==> config.mk <==
export PLATFORM = sky130hd
export DESIGN_NAME = lwe_encrypt_stream
export DESIGN_NICKNAME = d
export VERILOG_FILES = /design/src/rtl/lwe_pkg.sv /design/src/rtl/lwe_vec_accum.sv /design/src/rtl/lwe_encrypt_stream.sv
export SDC_FILE = /design/constraint.sdc
export NUM_CORES = 1
export LEC_CHECK = 0
export ABC_AREA = 1
export BUFFER_PORTS_ARGS = -buffer_cell sky130_fd_sc_hd__buf_2
export CORE_MARGIN = 2
export CORE_UTILIZATION = 58
export DETAILED_ROUTE_END_ITERATION = 7
export PLACE_DENSITY = 0.88
export REMOVE_ABC_BUFFERS = 1
export SYNTH_ARGS = -nofsm -noshare
export SYNTH_HDL_FRONTEND = slang
export SYNTH_SLANG_ARGS = --single-unit
==> constraint.sdc <==
create_clock -name clk -period 2.07 [get_ports clk]
set_input_delay 0.3105 -clock clk [delete_from_list [all_inputs] [get_ports clk]]
set_output_delay 0.3105 -clock clk [all_outputs]
set_load 0.02 [all_outputs]
==> src/rtl/lwe_pkg.sv <==
// Shared definitions for the streaming LWE encryptor: FSM state encoding,
// default geometry, and the counter-width helper.
package lwe_pkg;

  localparam int PW_DEF       = 8;
  localparam int CW_DEF       = 10;
  localparam int BIG_N_DEF    = 30;
  localparam int LITTLE_N_DEF = 2;

  // A counter that must hold values 0..n-1 needs clog2(n) bits, never fewer than one.
  function automatic int cnt_w(input int n);
    return (n > 1) ? $clog2(n) : 1;
  endfunction

  localparam int DELTA_SHIFT  = CW_DEF - PW_DEF;
  localparam int SAMPLE_CNT_W = cnt_w(BIG_N_DEF);
  localparam int WORD_IDX_W   = cnt_w(LITTLE_N_DEF + 1);

  typedef logic [CW_DEF-1:0] ct_word_t;

  typedef enum logic [1:0] {
    IDLE  = 2'd0,
    ACCUM = 2'd1,
    EMIT  = 2'd2
  } state_t;

endpackage

==> src/rtl/lwe_vec_accum.sv <==
// (LITTLE_N+1)-word accumulator: init with b preload, masked add mod 2^CW,
// and a read port that returns the post-update value of the selected word.
module lwe_vec_accum import lwe_pkg::*; #(
  parameter int CW = CW_DEF,
  parameter int LN = LITTLE_N_DEF,
  parameter int IW = WORD_IDX_W
) (
  input  logic                 clk,
  input  logic                 rst_n,
  input  logic                 init,
  input  logic [CW-1:0]        b_init,
  input  logic                 add_en,
  input  logic [(LN+1)*CW-1:0] add_vec,
  input  logic [IW-1:0]        rd_idx,
  output logic [CW-1:0]        rd_word
);

  logic [CW-1:0] acc_r   [0:LN];
  logic [CW-1:0] nxt_pad_s [0:(1<<IW)-1];

  for (genvar j = 0; j < (1 << IW); j++) begin : g_word
    if (j <= LN) begin : g_real
      // Sum truncates to CW bits, which is exactly the reduction mod q.
      assign nxt_pad_s[j] = add_en ? (acc_r[j] + add_vec[j*CW +: CW]) : acc_r[j];

      // Per-word register: preload on init, otherwise take the (possibly added) next value.
      always_ff @(posedge clk or negedge rst_n) begin
        if (!rst_n) begin
          acc_r[j] <= {CW{1'b0}};
        end else if (init) begin
          acc_r[j] <= (j == LN) ? b_init : {CW{1'b0}};
        end else begin
          acc_r[j] <= nxt_pad_s[j];
        end
      end
    end else begin : g_pad
      assign nxt_pad_s[j] = {CW{1'b0}};
    end
  end

  assign rd_word = nxt_pad_s[rd_idx];

endmodule

==> src/rtl/lwe_encrypt_stream.sv <==
// Streaming Regev-style LWE encryptor: accumulates selected public-key samples
// and emits the (n+1)-word ciphertext under valid/ready handshakes.
module lwe_encrypt_stream import lwe_pkg::*; #(
  parameter int PLAINTEXT_WIDTH  = PW_DEF,
  parameter int CIPHERTEXT_WIDTH = CW_DEF,
  parameter int BIG_N            = BIG_N_DEF,
  parameter int LITTLE_N         = LITTLE_N_DEF
) (
  input  logic                                   clk,
  input  logic                                   rst_n,
  input  logic                                   go,
  input  logic                                   abort,
  input  logic [PLAINTEXT_WIDTH-1:0]             plaintext,
  input  logic [BIG_N-1:0]                       noise_select,
  output logic                                   busy,
  input  logic                                   pk_valid,
  output logic                                   pk_ready,
  input  logic [(LITTLE_N+1)*CIPHERTEXT_WIDTH-1:0] pk_sample,
  output logic                                   ct_valid,
  input  logic                                   ct_ready,
  output logic [CIPHERTEXT_WIDTH-1:0]            ct_word,
  output logic                                   ct_last,
  output logic                                   done
);

  localparam int CW      = CIPHERTEXT_WIDTH;
  localparam int SCNT_W  = cnt_w(BIG_N);
  localparam int WIDX_W  = cnt_w(LITTLE_N + 1);
  localparam int D_SHIFT = CIPHERTEXT_WIDTH - PLAINTEXT_WIDTH;

  state_t              state_r;
  logic [SCNT_W-1:0]   sample_cnt_r;
  logic [WIDX_W-1:0]   word_idx_r;
  logic [BIG_N-1:0]    sel_r;
  logic                busy_r, pk_ready_r, ct_valid_r, ct_last_r, done_r;
  logic [CW-1:0]       ct_word_r;

  logic                start_s, pk_beat_s, ct_beat_s, add_en_s;
  logic [WIDX_W-1:0]   word_idx_nxt_s, rd_idx_s;
  logic [CW-1:0]       b_init_s, rd_word_s;

  // m * Delta: plaintext placed in the top PLAINTEXT_WIDTH bits.
  assign b_init_s = {plaintext, {D_SHIFT{1'b0}}};

  // Handshake qualifiers and accumulator control.
  always_comb begin
    start_s        = (state_r == IDLE) && go && !abort;
    pk_beat_s      = pk_valid && pk_ready_r;
    ct_beat_s      = ct_valid_r && ct_ready;
    add_en_s       = (state_r == ACCUM) && pk_beat_s && !abort && sel_r[sample_cnt_r];
    word_idx_nxt_s = word_idx_r + WIDX_W'(1);
    rd_idx_s       = (state_r == EMIT) ? word_idx_nxt_s : {WIDX_W{1'b0}};
  end

  lwe_vec_accum #(
    .CW (CW),
    .LN (LITTLE_N),
    .IW (WIDX_W)
  ) u_accum (
    .clk     (clk),
    .rst_n   (rst_n),
    .init    (start_s),
    .b_init  (b_init_s),
    .add_en  (add_en_s),
    .add_vec (pk_sample),
    .rd_idx  (rd_idx_s),
    .rd_word (rd_word_s)
  );

  // Control FSM; ct_word is loaded from the accumulator's next value so it is registered.
  always_ff @(posedge clk or negedge rst_n) begin
    if (!rst_n) begin
      state_r      <= IDLE;
      sample_cnt_r <= {SCNT_W{1'b0}};
      word_idx_r   <= {WIDX_W{1'b0}};
      sel_r        <= {BIG_N{1'b0}};
      busy_r       <= 1'b0;
      pk_ready_r   <= 1'b0;
      ct_valid_r   <= 1'b0;
      ct_last_r    <= 1'b0;
      ct_word_r    <= {CW{1'b0}};
      done_r       <= 1'b0;
    end else begin
      case (state_r)
        IDLE: begin
          done_r <= 1'b0;
          if (start_s) begin
            sel_r        <= noise_select;
            sample_cnt_r <= {SCNT_W{1'b0}};
            state_r      <= ACCUM;
            busy_r       <= 1'b1;
            pk_ready_r   <= 1'b1;
          end else begin
            state_r <= IDLE;
          end
        end
        ACCUM: begin
          if (abort) begin
            state_r    <= IDLE;
            busy_r     <= 1'b0;
            pk_ready_r <= 1'b0;
          end else if (pk_beat_s) begin
            if (sample_cnt_r == SCNT_W'(BIG_N - 1)) begin
              state_r    <= EMIT;
              pk_ready_r <= 1'b0;
              ct_valid_r <= 1'b1;
              word_idx_r <= {WIDX_W{1'b0}};
              ct_word_r  <= rd_word_s;
              ct_last_r  <= (LITTLE_N == 0);
            end else begin
              sample_cnt_r <= sample_cnt_r + SCNT_W'(1);
            end
          end else begin
            state_r <= ACCUM;
          end
        end
        EMIT: begin
          if (abort) begin
            state_r    <= IDLE;
            busy_r     <= 1'b0;
            ct_valid_r <= 1'b0;
            ct_last_r  <= 1'b0;
            ct_word_r  <= {CW{1'b0}};
          end else if (ct_beat_s) begin
            if (word_idx_r == WIDX_W'(LITTLE_N)) begin
              state_r    <= IDLE;
              busy_r     <= 1'b0;
              ct_valid_r <= 1'b0;
              ct_last_r  <= 1'b0;
              ct_word_r  <= {CW{1'b0}};
              done_r     <= 1'b1;
            end else begin
              word_idx_r <= word_idx_nxt_s;
              ct_word_r  <= rd_word_s;
              ct_last_r  <= (word_idx_nxt_s == WIDX_W'(LITTLE_N));
            end
          end else begin
            state_r <= EMIT;
          end
        end
        default: begin
          state_r    <= IDLE;
          busy_r     <= 1'b0;
          pk_ready_r <= 1'b0;
          ct_valid_r <= 1'b0;
          ct_last_r  <= 1'b0;
          done_r     <= 1'b0;
        end
      endcase
    end
  end

  assign busy     = busy_r;
  assign pk_ready = pk_ready_r;
  assign ct_valid = ct_valid_r;
  assign ct_word  = ct_word_r;
  assign ct_last  = ct_last_r;
  assign done     = done_r;

endmodule

==> results.yml, run 1 <==
outcome:
  status: "complete, but fails checks"
  violations: "negative setup slack"
cells_and_area:
  nets: 1047
  final_layout_size_suffix_gt1_share_pct: 20.66
  area_growth_pct: 21.38
  antennaDiodeCount: 0
  fin_area_mm2: 0.007004
  fill_cells: 774
die:
  die_x_um: 103.7
  coreArea_mm2: 0.009729
  rows: 36
  dieArea_mm2: 0.01076
  io-pin-count: 89
  start_util_pct: 59.31
  die-height_um: 103.7
synthesis:
  synth_area_leader_cell: "dfrtp_1"
  syn-cell-area_mm2: 0.005771
  ys_types: 37
  netlist_instances: 823
  synth_edf_count: 0
  synth.most_common_cell: "nand2_1"
  yosysWarnings: 0
  postSynth.topFlopCell: "dfrtp_1"
  synthArstFlopShare_pct: 100.0
  synthTopCellsByCount: "286 x nand2_1, 110 x inv_1, 84 x dfrtp_1, 73 x nand3_1, 52 x nor2_1"
  ys_seq_area_share_pct: 36.43
  synth_top_area_share_pct: 36.43
  ys_ff_latch: 84
  synth.top_cells.by_area: "dfrtp_1 36%, nand2_1 19%, inv_1 7.2%"
  syn_avg_cell_area_um2: 7.012
sta:
  period_share_pct: 106.6
  rsz0062_at_grt: "yes"
  setup_slack_ps: -136.0
  slew_headroom_pct: 48.96
  setup_violations: 9
  finalCriticalPeriod_ps: 2206
  final_max_slew_viol_count: 0
  hold_viol: 0
  fmax_ghz: 0.4533
  worst_pin_slew_ps: 765.6
  fin_skew_ps: 12.49
route:
  drt-initial-drc-count: 535
  drc_errors: 0
  drt_first_pass_iters: 5
  viasPerCell: 5.500
  vias: 5923
  wl_mm: 15.76
  ant_nets: 0
  avgRoutedWirePerCell_um: 14.63
cts:
  cts_buffer_depth: 2
  cts_root_buf: "clkbuf_8"
  cts_made_buffers: 9
  numClockSinks: 84
  cts_tree: "yes"
  clk_pin_slew_ps: 90
  h-tree-depth: 3
  worstSkewPairLatency_ps: 370
power:
  pwr_density_cell_mw_per_mm2: 1122
  p_sw_share_pct: 44.89
  power_frac_seq_pct: 32.5
  clockPowerShare_pct: 15.8
  combPwrFrac_pct: 51.7
  p_int_w: 0.004333
  p_leak_nw: 3.928
  switchingPower_w: 0.003529
  ir_drop_mv: 0.6498
  finalPower_w: 0.007861
worst_setup_path:
  path_cells: "buf_12, inv_6, nand2_1, nand3_1, nand3_1, nand3_2, nand2_4, nand3_4, buf_12, o21ai_4, nand2_1, nand2_1, inv_1, nand3_2, nand2_1"
  path_buf_inv: 4
  required_ps: 2330
  slowest_delay_ps: 480
  startpoint_type: "register"
  critPathMaxFanout: 8
  crit_type: "reg2reg"
  crit_family: "simple AND/OR/NAND/NOR gates"
  cpMaxStageDelayCell: "dfrtp_2"
  crit_arrival_ps: 2470
  cp-end-kind: "register"
  cpMostUsedCell: "nand2_1"
placed_design:
  gp_congestion: 0.8901
  placed_cell_area_mm2: 0.006467
  io_buffer_count: 88
  post-dp-hpwl_mm: 10.90
global_route:
  overflow: 0
  grt_start_max_net_pins: 83
  grt_usage_pct: 28.41
  antenna_found_initial: 0
  grt_pass1_wl_mm: 24.98
  grt_pass1_vias: 5643
hold_path:
  hold_path.class: "in2reg"
job:
  max_cap_violations: 0
## power by group through the flow
stage	Combinational, W	Clock, W	Sequential, W
after floorplan	0.00242	0	0.00262
after global placement	0.00350	0	0.00253
after detailed placement	0.00361	0	0.00255
after CTS	0.00379	0.00124	0.00253
after global routing	0.00455	0.00131	0.00260
final	0.00407	0.00124	0.00255
## worst min-delay path: stages
cell	delay, ps
buf_2	70
nand2_1	40
nand2_1	40
## path summary, 6_finish.rpt
kind	startpoint	endpoint	slack [ps]	cells past startpoint
max	sample_cnt_r[0]$_DFFE_PN0P_	ct_word[1]$_DFFE_PN0P_	-140	15
min	noise_select[15]	sel_r[15]$_DFFE_PN0P_	130	3
max reg2reg	sample_cnt_r[0]$_DFFE_PN0P_	ct_word[1]$_DFFE_PN0P_	-140	15
min reg2reg	sel_r[4]$_DFFE_PN0P_	sel_r[4]$_DFFE_PN0P_	490	2
max in group asynchronous	rst_n	sel_r[9]$_DFFE_PN0P_	1160	3
min in group asynchronous	rst_n	ct_valid$_DFFE_PN0P_	310	2
## logic make-up (layout without fill, tap and decap cells)
kind of cell,Yosys count,in the layout,share of synthesized area [%]
compound gates,93,93,9.063
xor+xnor,15,15,2.277
fa+ha+maj,34,34,7.762
buf+inv,139,259,10.26
flops,84,84,36.43
simple gates,458,459,34.22
## state kept, by name (all words and copies together) (netlist names)
| name | count |
|---|---|
| done | 1 |
| word_idx_r | 2 |
| ct_word | 10 |
| ct_last | 1 |
| pk_ready | 1 |
| ct_valid | 1 |
| sample_cnt_r | 5 |
| sel_r | 30 |
| state_r | 2 |
| u_accum.acc_r | 30 |
| busy | 1 |
## timing repair
item / 4_1_cts / 5_1_grt
hold buffers: 1 / 0
setup buffers: 5 / 5
hold endpoints to repair: 9 / 0
resized for setup: 13 / 24
endpoints found under the setup margin: 8 / 18
gates cloned: 3 / 2
pin swaps: 5 / 14
## layer usage
metal  vias up  part of all wire [%]  GRT usage, %
met5         -                     0             0
met4         0                   3.6         10.91
met3        67                   7.2         4.154
met2       286                    50         50.28
met1      2719                    39         35.13
li1       2851                     -             -
## cell usage in the layout (no fill, tap or decap), types with 4 or more instances in the layout
cell / n
nand2_1: 283
inv_1: 108
buf_2: 87
dfrtp_1: 83
nand3_1: 64
nor2_1: 51
o21ai_0: 35
ha_1: 30
buf_4: 30
a21oi_1: 27
nand4_1: 19
nand3_2: 13
xnor2_1: 9
clkbuf_8: 9
o21ai_1: 8
nor2_2: 6
o21ai_2: 6
xor2_1: 6
nor3_1: 6
buf_12: 5
inv_2: 4
nand2_2: 4
nand2_4: 4
nand3b_1: 4
## per-stage QoR
stage | util [%] | setup TNS [ps] | setup slack, ps | std cells | hold slack (ps)
after floorplan | - | -34690 | -1100 | 797 | 14.91
after global routing | 71.99 | -2289 | -235.2 | 1077 | 141.5
after CTS | 70.41 | -96.85 | -28.69 | 1070 | 137.1
after detailed placement | 66.47 | -249.6 | -83.24 | 1045 | 164.0
final | 71.99 | -746.8 | -136.0 | 1077 | 134.0
after global placement | 66.47 | -7.446 | -7.446 | 1045 | 160.1
## layout make-up
| class | instances | area [um^2] | area share (%) |
|---|---|---|---|
| multi-input cells | 601 | 3193 | 45.59 |
| inverters | 113 | 436.7 | 6.234 |
| flip-flops and latches | 84 | 2103 | 30.03 |
| well taps | 133 | 166.4 | 2.376 |
| clock buffers | 9 | 123.9 | 1.768 |
| clock inverters | 7 | 83.83 | 1.197 |
| repair buffers | 129 | 888.4 | 12.68 |
| repair inverters | 1 | 8.758 | 0.1250 |
Power figures use the tool's default switching activity.
==> run 2, diff against run 1 <==
- CELL_PAD_IN_SITES_DETAIL_PLACEMENT: not set -> 1
- CELL_PAD_IN_SITES_GLOBAL_PLACEMENT: not set -> 1
- CORE_UTILIZATION: 58 -> 41
- PLACE_DENSITY: 0.88 -> 0.87
==> results.yml, run 2 (same netlist as run 1, synthesis figures left out) <==
sta:
  setup_violations: 11
  fmax_ghz: 0.4391
  whs_ps: 151.3
  setup_slack_ps: -207.4
  final_max_slew_viol_count: 0
  worst_pin_slew_ps: 558.4
  period_share_pct: 110.0
  rsz0062_at_grt: "yes"
  hold_viol: 0
  finalCriticalPeriod_ps: 2277
  fin_skew_ps: 8.810
  slew_headroom_pct: 62.77
die:
  dieArea_mm2: 0.01504
  die-height_um: 122.6
  rows: 43
  coreArea_mm2: 0.01383
  io-pin-count: 89
  start_util_pct: 41.73
  die_x_um: 122.6
worst_setup_path:
  cpMaxStageDelayCell: "dfrtp_2"
  critPathMaxFanout: 7
  cp-end-kind: "register"
  crit_type: "reg2reg"
  required_ps: 2300
  startpoint_type: "register"
  crit_arrival_ps: 2510
  slowest_delay_ps: 480
  path_cells: "buf_8, nor2_4, nor2_2, nand2_1, nand3_2, nand3_4, nand2_4, nand3_4, buf_12, buf_6, nand2_4, nand3_2, nand3_2, nand2_2, nand2_2, nand2_2"
route:
  drt_first_pass_iters: 4
  wl_mm: 19.91
  vias: 6041
  avgRoutedWirePerCell_um: 17.49
  viasPerCell: 5.308
  drc_errors: 0
  ant_nets: 0
  drt-initial-drc-count: 237
cells_and_area:
  fill_cells: 1801
  final_layout_size_suffix_gt1_share_pct: 26.65
  multi_input_area_mm2: 0.003401
  final-seq-area_mm2: 0.002103
  fin_util_pct: 53.86
  final_cells: 1138
  layout_commonest_cell: "nand2_1"
  area_growth_pct: 29.05
  final_cell_mix: "259 x nand2_1, 108 x inv_1, 87 x buf_2, 83 x dfrtp_1, 54 x nand3_1"
  fin_area_mm2: 0.007447
  nets: 1060
power:
  p_int_w: 0.004878
  ir_drop_mv: 0.5251
  p_leak_nw: 4.070
  pwr_density_cell_mw_per_mm2: 1176
  power_frac_seq_pct: 30.1
  clockPowerShare_pct: 18.3
  switchingPower_w: 0.003879
  combPwrFrac_pct: 51.7
  p_sw_share_pct: 44.30
global_route:
  antenna_found_initial: 0
  grt_start_max_net_pins: 83
  grt_usage_pct: 26.12
  grt_pass1_wl_mm: 30.46
  overflow: 0
  grt_pass1_vias: 6367
hold_path:
  hold_path.class: "in2reg"
cts:
  h-tree-depth: 3
  cts_tree: "yes"
  cts_root_buf: "clkbuf_16"
  clk_pin_slew_ps: 60
  cts_made_buffers: 9
  worstSkewPairLatency_ps: 350
  cts_buffer_depth: 2
  numClockSinks: 84
placed_design:
  dp_cells: 1102
  io_buffer_count: 88
  placed_cell_area_mm2: 0.006601
  gp_congestion: 0.8992
  post-dp-hpwl_mm: 13.19
outcome:
  status: "complete, but fails checks"
  violations: "negative setup slack"
job:
  max_cap_violations: 0
## run 2: power by group through the flow
stage | Sequential [W] | Clock [W] | Combinational, W
finish | 0.00263 | 0.00160 | 0.00452
global route | 0.00268 | 0.00170 | 0.00504
floorplan | 0.00262 | 0 | 0.00242
detailed placement | 0.00258 | 0 | 0.00380
global placement | 0.00254 | 0 | 0.00364
CTS | 0.00257 | 0.00162 | 0.00410
## run 2: worst max-delay path: cells and delay by family, from the launching register on
family / cells / cell delay (ps)
DFF: 1 / 480
buffers and inverters: 3 / 450
and+or+nand+nor: 13 / 1200
## run 2: path summary, 6_finish.rpt
check | from | end | slack [ps] | cells past startpoint
max reg2reg | sample_cnt_r[0]$_DFFE_PN0P_ | ct_word[7]$_DFFE_PN0P_ | -210 | 16
min | noise_select[4] | sel_r[4]$_DFFE_PN0P_ | 150 | 3
min in group asynchronous | rst_n | sel_r[0]$_DFFE_PN0P_ | 490 | 2
max | sample_cnt_r[0]$_DFFE_PN0P_ | ct_word[7]$_DFFE_PN0P_ | -210 | 16
max in group asynchronous | rst_n | u_accum.acc_r[12]$_DFF_PN0_ | 930 | 3
min reg2reg | sel_r[29]$_DFFE_PN0P_ | sel_r[29]$_DFFE_PN0P_ | 480 | 2
## run 2: layout make-up
class	count	area share, %
multi-input cells	600	45.67
flip-flops and latches	84	28.24
repair buffers	143	13.32
inverters	113	5.796
clock buffers	11	3.125
well taps	180	3.024
clock inverters	5	0.7056
repair inverters	1	0.08401
diodes	1	0.03360
## run 2: what timing repair did
| item | in CTS | in global routing |
|---|---|---|
| cloned | 2 | 1 |
| endpoints found under the setup margin | 9 | 20 |
| setup buffers | 10 | 9 |
| hold endpoints to repair | 40 | 0 |
| hold buffers | 1 | 0 |
| gates resized for setup | 42 | 62 |
| pin swaps | 15 | 28 |
## run 2: layer usage
layer	GRT usage (%)	part of all wire [%]	vias to the layer above	routed length [um]
li1	-	-	2872	-
met1	29.70	39	2924	7725
met2	48.85	53	183	10480
met3	3.717	4.2	62	833
met4	10.34	4.4	0	871
met5	0	0	-	0
## run 2: stage by stage
step / setup slack [ps] / TNS, ps / power (W)
final: -207.4 / -1055 / 0.008757
after global routing: -267.9 / -2562 / 0.009420
after CTS: -37.06 / -122.1 / 0.008286
after detailed placement: -110.8 / -436.4 / 0.006375
after global placement: -38.03 / -57.87 / 0.006184
after floorplan: -1100 / -34690 / 0.005037
==> run 3, diff against run 2 <==
- clock period: 2.07 -> 2.3 ns (I/O delays scaled with it)
==> results.yml, run 3 (same netlist as run 1, synthesis figures left out) <==
cells_and_area:
  layout_commonest_cell: "nand2_1"
  final_layout_size_suffix_gt1_share_pct: 16.61
  fin_util_pct: 49.22
  area_growth_pct: 17.93
  nets: 1024
  final_cell_mix: "286 x nand2_1, 109 x inv_1, 87 x buf_2, 84 x dfrtp_1, 73 x nand3_1"
cts:
  numClockSinks: 84
  h-tree-depth: 3
  clk_pin_slew_ps: 60
  cts_tree: "yes"
  cts_root_buf: "clkbuf_16"
  cts_buffer_depth: 2
  cts_made_buffers: 9
  worstSkewPairLatency_ps: 350
sta:
  period_share_pct: 93.03
  rsz0062_at_grt: "yes"
  finalCriticalPeriod_ps: 2140
  slew_headroom_pct: 71.10
  worst_pin_slew_ps: 429.0
  setup_violations: 0
  hold_viol: 0
  final_max_slew_viol_count: 0
  fin_skew_ps: 5.862
  fmax_ghz: 0.4674
  setup_tns_ps: 0
hold_path:
  hold_start: "noise_select[4]"
  hold_path.class: "in2reg"
worst_setup_path:
  crit_start: "sample_cnt_r[0]$_DFFE_PN0P_"
  rr_startpoint: "sample_cnt_r[0]$_DFFE_PN0P_"
  required_ps: 2550
  crit_type: "reg2reg"
  cp-end-kind: "register"
  startpoint_type: "register"
  critPathMaxFanout: 26
  crit_arrival_ps: 2390
outcome:
  status: "complete, no violations"
power:
  ir_drop_mv: 0.4259
  power_frac_seq_pct: 32.2
  p_sw_share_pct: 42.74
  pwr_density_cell_mw_per_mm2: 1052
  clockPowerShare_pct: 21.4
  combPwrFrac_pct: 46.3
  p_int_w: 0.004101
  p_leak_nw: 3.820
  switchingPower_w: 0.003061
route:
  drt-initial-drc-count: 250
  ant_nets: 0
  avgRoutedWirePerCell_um: 15.69
  viasPerCell: 5.074
  vias: 5591
  wl_mm: 17.29
  drc_errors: 0
  drt_first_pass_iters: 4
placed_design:
  gp_congestion: 0.8881
  io_buffer_count: 88
  post-dp-hpwl_mm: 13.26
global_route:
  grt_pass1_vias: 6082
  overflow: 0
  globalRouteMet3Util_pct: 3.578
  met2_usage_pct: 44.48
  top_usage_layer: "met2"
  grt_pass1_wl_mm: 28.52
  antenna_found_initial: 1
  grt_usage_pct: 24.47
  grt_use_met1_pct: 28.24
  grt_start_max_net_pins: 83
die:
  die_x_um: 122.6
  io-pin-count: 89
  coreArea_mm2: 0.01383
  rows: 43
  die-height_um: 122.6
  start_util_pct: 41.73
  dieArea_mm2: 0.01504
job:
  max_cap_violations: 0
## run 3: final timing paths
| path | endpoint | slack (ps) | depth (start not counted) |
|---|---|---|---|
| setup / recovery | ct_word[8]$_DFFE_PN0P_ | 160 | 16 |
| hold / removal | sel_r[4]$_DFFE_PN0P_ | 190 | 3 |
| setup reg to reg | ct_word[8]$_DFFE_PN0P_ | 160 | 16 |
| hold reg to reg | ct_last$_DFFE_PN0P_ | 490 | 2 |
| max in group asynchronous | u_accum.acc_r[13]$_DFF_PN0_ | 1190 | 3 |
| min in group asynchronous | sel_r[2]$_DFFE_PN0P_ | 470 | 2 |
## run 3: what timing repair did
action / 4_1_cts / 5_1_grt
endpoints found under the hold margin: 31 / 0
buffers inserted: 0 / 1
hold buffers: 1 / 0
endpoints found under the setup margin: 0 / 5
gates resized for setup: 0 / 4
## run 3: layer usage
| metal | vias to the layer above | wire, um |
|---|---|---|
| met5 | - | 0 |
| met4 | 0 | 562 |
| met3 | 40 | 610 |
| met2 | 125 | 8771 |
| met1 | 2626 | 7345 |
| li1 | 2800 | - |
## run 3: cell type report
type                    count  area [um^2]
well taps                 180        225.2
diodes                      1        2.502
clock inverters             3        43.79
multi-input cells         600         3085
fillers                  1845         7022
inverters                 113        426.7
flip-flops and latches     84         2102
clock buffers              13        270.3
repair buffers            108        649.4
## run 3: worst max-delay path, cell delays in order (launching register included)
cell,delay (ps)
dfrtp_1,390
buf_12,160
inv_4,100
nand2_1,70
nand3_1,70
nand2_1,60
nand2_1,70
inv_1,50
nor2_2,110
nand2_4,110
nand3_4,150
inv_2,100
or2_1,240
nand3_1,150
nand2_1,70
nand2_1,60
nand2_1,40
## run 3: power by group through the flow
stage | Sequential [W] | Combinational [W] | Clock (W)
finish | 0.00231 | 0.00332 | 0.00154
global route | 0.00235 | 0.00378 | 0.00163
CTS | 0.00231 | 0.00334 | 0.00157
detailed placement | 0.00233 | 0.00329 | 0
global placement | 0.00230 | 0.00320 | 0
floorplan | 0.00236 | 0.00218 | 0
## run 3: stage by stage
stage          cell area [um^2]  hold slack, ps  total power [W]  setup slack (ps)  std cells
2_1_floorplan              5605           49.41         0.004534            -869.5        797
3_3_place_gp               6459           302.7         0.005496             126.5       1083
3_5_place_dp               6459           309.9         0.005617             94.69       1083
4_1_cts                    6783           184.2         0.007223             92.67       1100
5_1_grt                    6803           209.1         0.007763            -4.901       1101
6_report                   6805           190.6         0.007162             160.3       1102
